<file path="src/rtl/param_shift_add_multiplier_if.sv">
// Handshake and operand bus between a requester and the shift-add multiplier.
// The requester drives the operands and start; the multiplier returns product and status.
interface param_shift_add_multiplier_if #(
  parameter int WIDTH = 4
);
  logic                 st;
  logic                 signed_i;
  logic [WIDTH-1:0]     mcand_i;
  logic [WIDTH-1:0]     mplier_i;
  logic [2*WIDTH-1:0]   product_o;
  logic                 busy;
  logic                 done;

  modport master (
    output st, signed_i, mcand_i, mplier_i,
    input  product_o, busy, done
  );

  modport slave (
    input  st, signed_i, mcand_i, mplier_i,
    output product_o, busy, done
  );
endinterface

</file>
<file path="src/rtl/param_shift_add_multiplier.sv">
// Sequential shift-add multiplier, one multiplier bit per clock, unsigned or two's-complement.
// Fixed latency of WIDTH steps; product_o holds until the next operation completes.
module param_shift_add_multiplier #(
  parameter int WIDTH = 4
) (
  input logic                         clk,
  input logic                         rst_n,
  param_shift_add_multiplier_if.slave bus
);
  localparam int CW = $clog2(WIDTH + 1);
  localparam logic [CW-1:0] LAST_STEP = CW'(WIDTH - 1);

  typedef enum logic [1:0] {IDLE, CALC, DONE} state_t;

  state_t               r_state;
  state_t               w_nextState;
  logic [WIDTH:0]       r_acc;
  logic [WIDTH-1:0]     r_mplier;
  logic [WIDTH-1:0]     r_mcand;
  logic                 r_signed;
  logic [CW-1:0]        r_count;
  logic [2*WIDTH-1:0]   r_product;

  logic [WIDTH+1:0]     w_accExt;
  logic [WIDTH+1:0]     w_mcandExt;
  logic [WIDTH+1:0]     w_sum;
  logic                 w_lastStep;
  logic                 w_busy;
  logic                 w_done;

  // The sum is two bits wider than the operand so that bit WIDTH+1 is the
  // carry in unsigned mode and the true sign in signed mode; shifting it in
  // therefore gives both the carry insertion and the arithmetic shift.
  always_comb begin
    w_accExt   = r_signed ? {r_acc[WIDTH], r_acc} : {1'b0, r_acc};
    w_mcandExt = r_signed ? {{2{r_mcand[WIDTH-1]}}, r_mcand} : {2'b00, r_mcand};
    w_lastStep = (r_count == LAST_STEP);
    w_sum      = w_accExt;
    if (r_mplier[0]) begin
      if (r_signed && w_lastStep) begin
        w_sum = w_accExt - w_mcandExt;
      end else begin
        w_sum = w_accExt + w_mcandExt;
      end
    end
  end

  always_ff @(posedge clk or negedge rst_n) begin
    if (!rst_n) begin
      r_state <= IDLE;
    end else begin
      r_state <= w_nextState;
    end
  end

  always_comb begin
    w_nextState = r_state;
    w_busy      = 1'b0;
    w_done      = 1'b0;
    case (r_state)
      IDLE: begin
        if (bus.st) begin
          w_nextState = CALC;
        end
      end
      CALC: begin
        w_busy = 1'b1;
        if (w_lastStep) begin
          w_nextState = DONE;
        end
      end
      DONE: begin
        w_done      = 1'b1;
        w_nextState = IDLE;
      end
      default: begin
        w_nextState = IDLE;
      end
    endcase
  end

  always_ff @(posedge clk or negedge rst_n) begin
    if (!rst_n) begin
      r_acc     <= '0;
      r_mplier  <= '0;
      r_mcand   <= '0;
      r_signed  <= 1'b0;
      r_count   <= '0;
      r_product <= '0;
    end else begin
      case (r_state)
        IDLE: begin
          if (bus.st) begin
            r_acc    <= '0;
            r_mplier <= bus.mplier_i;
            r_mcand  <= bus.mcand_i;
            r_signed <= bus.signed_i;
            r_count  <= '0;
          end
        end
        CALC: begin
          r_acc    <= w_sum[WIDTH+1:1];
          r_mplier <= {w_sum[0], r_mplier[WIDTH-1:1]};
          r_count  <= r_count + 1'b1;
          if (w_lastStep) begin
            r_product <= {w_sum[WIDTH:0], r_mplier[WIDTH-1:1]};
          end
        end
        default: begin
        end
      endcase
    end
  end

  assign bus.product_o = r_product;
  assign bus.busy      = w_busy;
  assign bus.done      = w_done;
endmodule

</file>
<file path="src/flat_wrapper.sv">
// flat-port wrapper written by rule: the top's interface ports become plain ports
module param_shift_add_multiplier_flat 
#(
  parameter int WIDTH = 4
)
  (clk, rst_n, bus_st, bus_signed_i, bus_mcand_i, bus_mplier_i, bus_product_o, bus_busy, bus_done);
  param_shift_add_multiplier_if #(.WIDTH(WIDTH)) bus_i ();
  input logic clk;
  input logic rst_n;
  input wire logic [$bits(bus_i.st)-1:0] bus_st;
  input wire logic [$bits(bus_i.signed_i)-1:0] bus_signed_i;
  input wire logic [$bits(bus_i.mcand_i)-1:0] bus_mcand_i;
  input wire logic [$bits(bus_i.mplier_i)-1:0] bus_mplier_i;
  output wire logic [$bits(bus_i.product_o)-1:0] bus_product_o;
  output wire logic [$bits(bus_i.busy)-1:0] bus_busy;
  output wire logic [$bits(bus_i.done)-1:0] bus_done;
  assign bus_i.st = bus_st;
  assign bus_i.signed_i = bus_signed_i;
  assign bus_i.mcand_i = bus_mcand_i;
  assign bus_i.mplier_i = bus_mplier_i;
  assign bus_product_o = bus_i.product_o;
  assign bus_busy = bus_i.busy;
  assign bus_done = bus_i.done;
  param_shift_add_multiplier #(.WIDTH(WIDTH)) u_core (.clk(clk), .rst_n(rst_n), .bus(bus_i));
endmodule
</file>
<file path="config.mk">
export PLATFORM = sky130hd
export DESIGN_NAME = param_shift_add_multiplier_flat
export DESIGN_NICKNAME = d
export VERILOG_FILES = /design/src/rtl/param_shift_add_multiplier_if.sv /design/src/rtl/param_shift_add_multiplier.sv /design/src/flat_wrapper.sv
export SDC_FILE = /design/constraint.sdc
export NUM_CORES = 1
export LEC_CHECK = 0
export BUFFER_PORTS_ARGS = -buffer_cell sky130_fd_sc_hd__buf_4
export CAP_MARGIN = 20
export CORE_ASPECT_RATIO = 0.5
export CORE_UTILIZATION = 45
export CTS_CLUSTER_SIZE = 16
export DETAILED_ROUTE_END_ITERATION = 16
export PLACE_DENSITY_LB_ADDON = 0.05
export SETUP_SLACK_MARGIN = 0.15
export SLEW_MARGIN = 20
export SYNTH_ARGS = -nofsm -noshare
export SYNTH_HDL_FRONTEND = slang
export SYNTH_SLANG_ARGS = --single-unit
</file>
<file path="constraint.sdc">
create_clock -name clk -period 3.58 [get_ports clk]
set_input_delay 0.358 -clock clk [delete_from_list [all_inputs] [get_ports clk]]
set_output_delay 0.358 -clock clk [all_outputs]
set_load 0.01 [all_outputs]
</file>
* Word level (Yosys, flattened, before mapping) *
Cells that the tools add are included.

word-level totals
  flip-flop bits (word level) = 27
  bits of input ports = 12
  output and inout port bits = 10

operators by class
  add/sub/neg operators = 3
  equal/unequal tests = 5
  multiplexer cells = 15
  reductions and logical operators = 7

operators by type and width
  cell                                                             count
  6-bit two-way mux                                                4
  5-bit one-hot mux with 2 select lines                            1
  4-bit one-hot mux with 2 select lines                            1
  2-bit AND reduction                                              4
  6-bit adder                                                      1
  3-bit one-hot mux with 2 select lines                            1
  6-bit subtractor                                                 1
  5-bit two-way mux                                                1
  2-bit two-way mux                                                2
  4-bit two-way mux                                                1
  2-bit one-hot mux with 2 select lines                            1
  3-bit by 1-bit adder with 3-bit output, second input constant    1
  3-bit by 2-bit == test with 1-bit output, second input constant  1
  3-bit two-way mux                                                1
  2-bit by 1-bit == test with 1-bit output, second input constant  1
  2-bit == test, second input constant                             1
  2-bit logical NOT                                                1
  1-bit two-way mux                                                2
  2-bit by 1-bit != test with 1-bit output, second input constant  1
  2-bit != test, second input constant                             1
  2-bit nonzero test                                               1
  1-bit logical AND                                                1

* Logic depth before layout (Yosys ltp) *
Gate-level depths: netlist of the first run.

  depth in word-level cells = 5
  depth in mapped cells = 11
  depth with buffers taken out = 11

* Worst setup path before layout of the first run *
Ideal clock, no wire load.

  path kind = register to register
  start = reg u_core.r_count[0]
  end = reg u_core.r_acc[4]
  library setup time = 0.126 ns
  arrival time = 2.548 ns
  slack = 0.906 ns
  cell stages (with the launch flop) = 11
  buffers on the path = 0
  period minus slack after synthesis = 2.674 ns
  path through = dfrtp_1 > ha_1 > ha_1 > nand2_1 > mux2i_1 > ha_1 > nor2b_1 > o31a_1 > o22ai_2 > mux2_2 > a221o_1

between the ends
  longest elaborated chain between the ends = 5

RTL lines
  item                                      line                               text
  start: declaration                        param_shift_add_multiplier.sv:21   logic [CW-1:0] r_count;
  start signal: assignment                  param_shift_add_multiplier.sv:104  r_count <= r_count + 1'b1;
  3-bit by 2-bit == test with 1-bit output  param_shift_add_multiplier.sv:37   w_lastStep = (r_count == LAST_STEP);
  1-bit logical AND                         param_shift_add_multiplier.sv:40   if (r_signed && w_lastStep) begin
  6-bit two-way mux                         param_shift_add_multiplier.sv:40
  6-bit two-way mux                         param_shift_add_multiplier.sv:39   if (r_mplier[0]) begin
  5-bit one-hot mux with 2 select lines     param_shift_add_multiplier.sv:91   case (r_state)
  end signal: assignment                    param_shift_add_multiplier.sv:102  r_acc <= w_sum[WIDTH+1:1];
  end: declaration                          param_shift_add_multiplier.sv:17   logic [WIDTH:0] r_acc;

Every way passes these cells.
A chain may end at the register's enable or synchronous reset.

* Worst setup path after layout of the first run *
Ends and elaborated chain as after synthesis.

==> results of run 1 <==
==> per-stage QoR <==
step / worst slack (ns) / area [µm²] / cells
after floorplan: 0.906 / 1450 / 146
after global placement: 0.819 / 1640 / 204
after detailed placement: 0.709 / 1640 / 204
after CTS: 0.680 / 1700 / 209
after global routing: 0.529 / 1700 / 209
final: 0.698 / 1700 / 209
==> layout by cell type (no fill, tap or decap), types with 2 or more instances in the layout <==
master / synthesis / layout
a211oi_1: 2 / 2
a21oi_1: 7 / 7
buf_4: 0 / 22
clkbuf_8: 1 / 3
dfrtp_1: 27 / 27
ha_1: 8 / 8
inv_1: 7 / 7
mux2_2: 4 / 4
mux2i_1: 7 / 7
nand2_1: 29 / 29
nor2_1: 7 / 7
nor2b_1: 2 / 2
o21ai_0: 19 / 19
xnor2_1: 3 / 3
xor2_1: 2 / 2
==> cell type report <==
| cell class | instances | share of cell area (%) |
|---|---|---|
| repair buffers | 23 | 10.3 |
| inverters | 8 | 2.21 |
| well taps | 40 | 2.95 |
| clock inverters | 1 | 0.516 |
| multi-input cells | 107 | 41.7 |
| flip-flops and latches | 27 | 39.8 |
| clock buffers | 3 | 2.43 |
==> state kept, by name, indices dropped and copies added, names as in the netlist <==
signal and count:
u_core.bus.product_o 8, u_core.r_acc 5, u_core.r_mcand 4, u_core.r_mplier 4, u_core.r_count 3, u_core.r_state 2, u_core.r_signed 1
==> final timing paths <==
kind / cells past startpoint / from / endpoint / slack, ns
hold reg to reg: 2 / u_core.r_count[2]$_DFFE_PN0P_ / u_core.r_count[2]$_DFFE_PN0P_ / 0.49
min in group asynchronous: 2 / rst_n / u_core.r_signed$_DFFE_PN0P_ / 0.51
hold / removal: 3 / bus_mcand_i[1] / u_core.r_mcand[1]$_DFFE_PN0P_ / 0.27
setup reg to reg: 10 / u_core.r_count[0]$_DFFE_PN0P_ / u_core.r_acc[4]$_DFFE_PN0P_ / 0.70
setup / recovery: 10 / u_core.r_count[0]$_DFFE_PN0P_ / u_core.r_acc[4]$_DFFE_PN0P_ / 0.70
max in group asynchronous: 2 / rst_n / u_core.r_state[0]$_DFFE_PN0P_ / 2.81
==> worst max-delay path, delay by kind of cell, from the launching register on <==
family / cells / cell delay [ns]
AO/OA/AOI/OAI: 3 / 0.71
adder cells (fa/ha/maj): 3 / 0.71
flip-flops: 1 / 0.41
multiplexers: 2 / 0.65
AND/OR/NAND/NOR: 2 / 0.27
==> cells in the mapped netlist (all sizes together), types with 2 or more instances <==
cell | n | area [µm²]
a21oi | 7 | 35.0
ha | 8 | 100
nand2 | 29 | 109
dfrtp | 27 | 676
xnor2 | 3 | 26.3
nor2 | 7 | 26.3
mux2i | 7 | 70.1
o21ai | 19 | 95.1
mux2 | 4 | 45.0
a211oi | 2 | 15.0
clkbuf | 3 | 21.3
inv | 8 | 37.5
a22o | 2 | 18.8
nor2b | 2 | 12.5
xor2 | 2 | 17.5
==> routing by layer <==
metal | wire (µm) | share of wire [%] | vias up
met5 | 0 | 0 | -
li1 | - | - | 547
met2 | 1150 | 39 | 28
met1 | 1560 | 54 | 508
met3 | 191 | 6.6 | 2
met4 | 10 | 0.34 | 0
==> cells by family (layout without fill, tap and decap cells) <==
logic type	count (synthesis)	count (layout)	synth area share, %
AND/OR/NAND/NOR	45	45	14.0
AO/OA/AOI/OAI	37	37	15.5
flip-flops	27	27	46.5
buffers and inverters	12	35	4.82
multiplexers	11	11	7.92
adder cells (fa/ha/maj)	9	9	8.26
XOR/XNOR	5	5	3.01
==> power groups by stage <==
| stage | clock (mW) | combinational (mW) | sequential [mW] |
|---|---|---|---|
| finish | 0.189 | 0.996 | 0.583 |
| global route | 0.206 | 1.13 | 0.601 |
| detailed placement | 0 | 0.984 | 0.586 |
| CTS | 0.195 | 0.999 | 0.581 |
| floorplan | 0 | 0.770 | 0.557 |
| global placement | 0 | 0.978 | 0.585 |
==> metrics.txt, run 1 <==
outcome completed; Setup crit start kind flop; post-DP HPWL 2.11 mm; Final Max Slew Viols 0; Top cell by count, worst path ha_1; RSZ-0062 raised after global routing no; overall power 1.77 mW; worst-case clock buffer depth 2; hold slack final 0.273 ns; Syn. warnings 0; Critical Path End Type flop; first-pass GRT wire length 5.00 mm; Die W 82.4 µm; area grow syn2layout 16.7%; Vias 1085; flops & latches, synth 27; initial antenna violation count 0; routability cong. 0.815; number of max-cap violations 0; Inserted Diodes 0; DR vias/cell 5.19; Starting Density 48.0%; final wirelength 2.91 mm; Mapped Area 0.00145 mm²; CTS H-tree depth 1; sequential-to-total area share from yosys stat 46.5%; multi-input logic area 708 µm²; Clk pwr share 10.7%; GR Overflow Total 0; Mean Syn Cell Area 9.96 µm²; Post-CTS Setup Bufs 0; min Tclk post-route 2.88 ns; Logic pwr share 56.3%; Clk pin slew, worst setup/hold paths 0.10 ns; number of gates resized after cts 0; clk_skew 0.00320 ns; NumNets Final 191; Syn Nets 167; CP Max Fanout 5; number of I/O pins 22; worst path required time 3.75 ns; CTS tree done; slew margin rel. 63.2%; final setup fails 0; clk root buf clkbuf_8; number of hold buffers added after cts 1; Avg WL per Cell 13.9 µm; cts bufs inserted 3; total negative slack 0 ns; cell-internal power 0.997 mW; Synth Instances 146; Post-synth top flop dfrtp_1; switching pwr 0.772 mW; Fill cells 278; leakage dissipation 0.837 nW; met1 Usage GRT 29.4%; CP max stage cell dfrtp_1; die area 0.00348 mm²; Power Density 1040 mW/mm²; antenna-violating nets left 0; worst path cell trace ha_1, ha_1, nand2_1, mux2i_1, ha_1, nor2b_1, o31a_1, o22ai_2, mux2_2, a221o_1; Die H 42.2 µm; gr usage total 19.7%; slowest stage delay, CP 0.41 ns; Tcrit/Tclk final 80.5%; Peak VDD IR 0.426 mV; Worst Setup Path Type reg -> reg; cell row count 14; TritonRoute pass-1 iters 4; fmax 0.347 GHz; number of synthesized flops with an enable pin 0; Netlist cell types 34; met2 usage 28.1%; port bufs 21; Data arrival, critical path 3.05 ns; share of layout cells above drive strength 1 21.9%; type of the most critical hold path in -> reg; ys async rst share 100%; vias in the first global route 1077; worst-skew pair later-pin latency 0.28 ns; Sw Share 43.6%; final core utilization 56.0%; Fin. Hold Viols 0; met3 Use GR 5.65%; DRC 0; Sequential Power Share 33.0%; Core Area 0.00303 mm²; initial drt markers 21; Most Used Layer, Global Route met1; worst slew pin tran 0.552 ns; CTS Sinks 27; largest net degree at the start of global routing 28; Reg area 676 µm²
No activity file was read; power rests on OpenSTA's default activity.
==> run 2: changes to the inputs <==
- clock period: 3.58 -> 3 ns (I/O delays scaled with it)
==> run 2 against run 1 <==
Die area unchanged. Sequential share of layout area shrank 0.46 points. Clock skew barely moved. Critical path depth unchanged. Sequential power grew 20%. Register-to-register slack lost 0.42 ns. Clock power up 20%. Via count up 0.83%. Non-clock buffer count increased by 1. Largest cell class unchanged.
==> metrics.txt, run 2 (synthesis gave the netlist of run 1 again) <==
multi-input logic area 721 µm² (was 708 µm²); outcome completed (unchanged); Logic pwr share 57.0% (was 56.3%); most common cell after layout, fill and taps aside nand2_1 (unchanged); Inserted Diodes 0 (unchanged); routability cong. 0.815 (unchanged); fin worst setup slack 0.278 ns (was 0.698 ns); initial antenna violation count 0 (unchanged); NumNets Final 192 (was 191); initial drt markers 28 (was 21); leakage dissipation 0.836 nW (was 0.837 nW); final core utilization 56.6% (was 56.0%); largest net degree at the start of global routing 28 (unchanged); antenna-violating nets left 0 (unchanged); type of the most critical hold path in -> reg (unchanged); CP Max Fanout 5 (unchanged); Avg WL per Cell 13.8 µm (was 13.9 µm); final wirelength 2.91 mm (about the same); total negative slack 0 ns (unchanged); TritonRoute pass-1 iters 4 (unchanged); number of I/O pins 22 (unchanged); Critical Path Start u_core.r_count[0]$_DFFE_PN0P_ (unchanged); cts bufs inserted 3 (unchanged); worst-skew pair later-pin latency 0.28 ns (about the same); CTS H-tree depth 1 (unchanged); RSZ-0062 raised after global routing no (unchanged); clk_skew 0.00364 ns (was 0.00320 ns); share of layout cells above drive strength 1 24.7% (was 21.9%); Clk pwr share 10.5% (was 10.7%); clk root buf clkbuf_8 (unchanged); Final Max Slew Viols 0 (unchanged); cell row count 14 (unchanged); cell-internal power 1.22 mW (was 0.997 mW); Tcrit/Tclk final 90.7% (was 80.5%); DP Worst Slack 0.129 ns (was 0.709 ns); reg2reg start u_core.r_count[0]$_DFFE_PN0P_ (unchanged); Sw Share 43.4% (was 43.6%); Data arrival, critical path 2.89 ns (was 3.05 ns); Fill cells 277 (was 278); Worst Setup Path Type reg -> reg (unchanged); Clk pin slew, worst setup/hold paths 0.10 ns (about the same); GR Overflow Total 0 (unchanged); Critical Path End Type flop (unchanged); worst path required time 3.17 ns (was 3.75 ns); DRC 0 (unchanged); Die H 42.2 µm (unchanged); number of max-cap violations 0 (unchanged); final setup fails 0 (unchanged); commonest cells after routing, fill and taps aside 28 x nand2_1, 27 x dfrtp_1, 23 x buf_4, 19 x o21ai_0 (was 29 x nand2_1, 27 x dfrtp_1, 22 x buf_4, 19 x o21ai_0, 8 x ha_1); min Tclk post-route 2.72 ns (was 2.88 ns); Fin. Hold Viols 0 (unchanged); launch point of the worst hold path bus_mcand_i[1] (unchanged); Sequential Power Share 32.5% (was 33.0%); vias in the first global route 1081 (was 1077); switching pwr 0.933 mW (was 0.772 mW); first-pass GRT wire length 5.04 mm (was 5.00 mm); worst-case clock buffer depth 2 (unchanged); Reg area 676 µm² (unchanged); post-DP HPWL 2.11 mm (unchanged); overall power 2.15 mW (was 1.77 mW); slew margin rel. 63.6% (was 63.2%); Peak VDD IR 0.511 mV (was 0.426 mV); Power Density 1250 mW/mm² (was 1040 mW/mm²); Largest register FFs 8 (unchanged); area grow syn2layout 18.1% (was 16.7%); DR vias/cell 5.21 (was 5.19); gr usage total 19.8% (was 19.7%); Die W 82.4 µm (unchanged); fmax 0.367 GHz (was 0.347 GHz); die area 0.00348 mm² (unchanged); port bufs 21 (unchanged); CTS Sinks 27 (unchanged); Vias 1094 (was 1085); CTS tree done (unchanged); worst slew pin tran 0.546 ns (was 0.552 ns); Starting Density 48.0% (unchanged); Setup crit start kind flop (unchanged); Core Area 0.00303 mm² (unchanged)
[run 2: cell count changes in the layout (fill, tap and decap cells not counted)]
cell / delta
ha_2: +1
ha_1: -1
buf_4: +1
nand2_1: -1
a21oi_2: +1
mux2i_2: +1
nand2_2: +1
mux2i_1: -1
a21oi_1: -1
[run 2: final cells by class]
cell class,instances,share of cell area (%)
inverters,8,2.19
flip-flops and latches,27,39.4
clock inverters,1,0.510
clock buffers,3,2.41
repair buffers,24,10.6
well taps,40,2.92
multi-input cells,107,42.0
[run 2: final timing paths]
check / slack (ns) / depth (start not counted) / endpoint
worst min-delay path: 0.22 / 3 / u_core.r_mcand[1]$_DFFE_PN0P_
worst min register to register: 0.49 / 2 / u_core.r_count[2]$_DFFE_PN0P_
worst max-delay path: 0.28 / 10 / u_core.r_acc[4]$_DFFE_PN0P_
max in group asynchronous: 2.29 / 2 / u_core.r_state[0]$_DFFE_PN0P_
min in group asynchronous: 0.46 / 2 / u_core.r_signed$_DFFE_PN0P_
worst max register to register: 0.28 / 10 / u_core.r_acc[4]$_DFFE_PN0P_
[run 2: worst max-delay path, stage by stage, from the launching register on]
cell and delay [ns]:
dfrtp_1 0.41, ha_1 0.21, ha_2 0.21, nand2_2 0.10, mux2i_2 0.23, ha_1 0.25
nor2b_1 0.14, o31a_1 0.27, o22ai_2 0.15, mux2_2 0.36, a221o_1 0.27
[run 2: metal layers]
| metal | vias to the layer above | share of wire (%) | GRT usage (%) |
|---|---|---|---|
| li1 | 552 | - | - |
| met1 | 509 | 54 | 29.7 |
| met2 | 31 | 39 | 28.1 |
| met3 | 2 | 6.8 | 5.65 |
| met4 | 0 | 0.24 | 4.56 |
| met5 | - | 0 | 0 |
[run 2: metrics by stage]
| stage | hold WS (ns) | area (µm²) | cells |
|---|---|---|---|
| finish | 0.216 | 1720 | 210 |
| global route | 0.229 | 1720 | 210 |
| detailed placement | 0.239 | 1640 | 204 |
| CTS | 0.212 | 1710 | 210 |
| global placement | 0.237 | 1640 | 204 |
| floorplan | 0.00441 | 1450 | 146 |
[run 2: what timing repair did]
item                                   in CTS  in global routing
setup endpoints to repair                   1                  1
hold buffers                                1                  0
buffers inserted                            1                  0
pin swaps                                   0                  1
endpoints found under the hold margin      27                  0
resized for setup                           1                  3
[run 2: power by group through the flow]
stage	sequential (mW)	combinational (mW)	clock, mW
4_1_cts	0.694	1.22	0.233
5_1_grt	0.721	1.40	0.246
2_1_floorplan	0.664	0.919	0
3_3_place_gp	0.699	1.17	0
3_5_place_dp	0.700	1.17	0
6_report	0.699	1.23	0.226
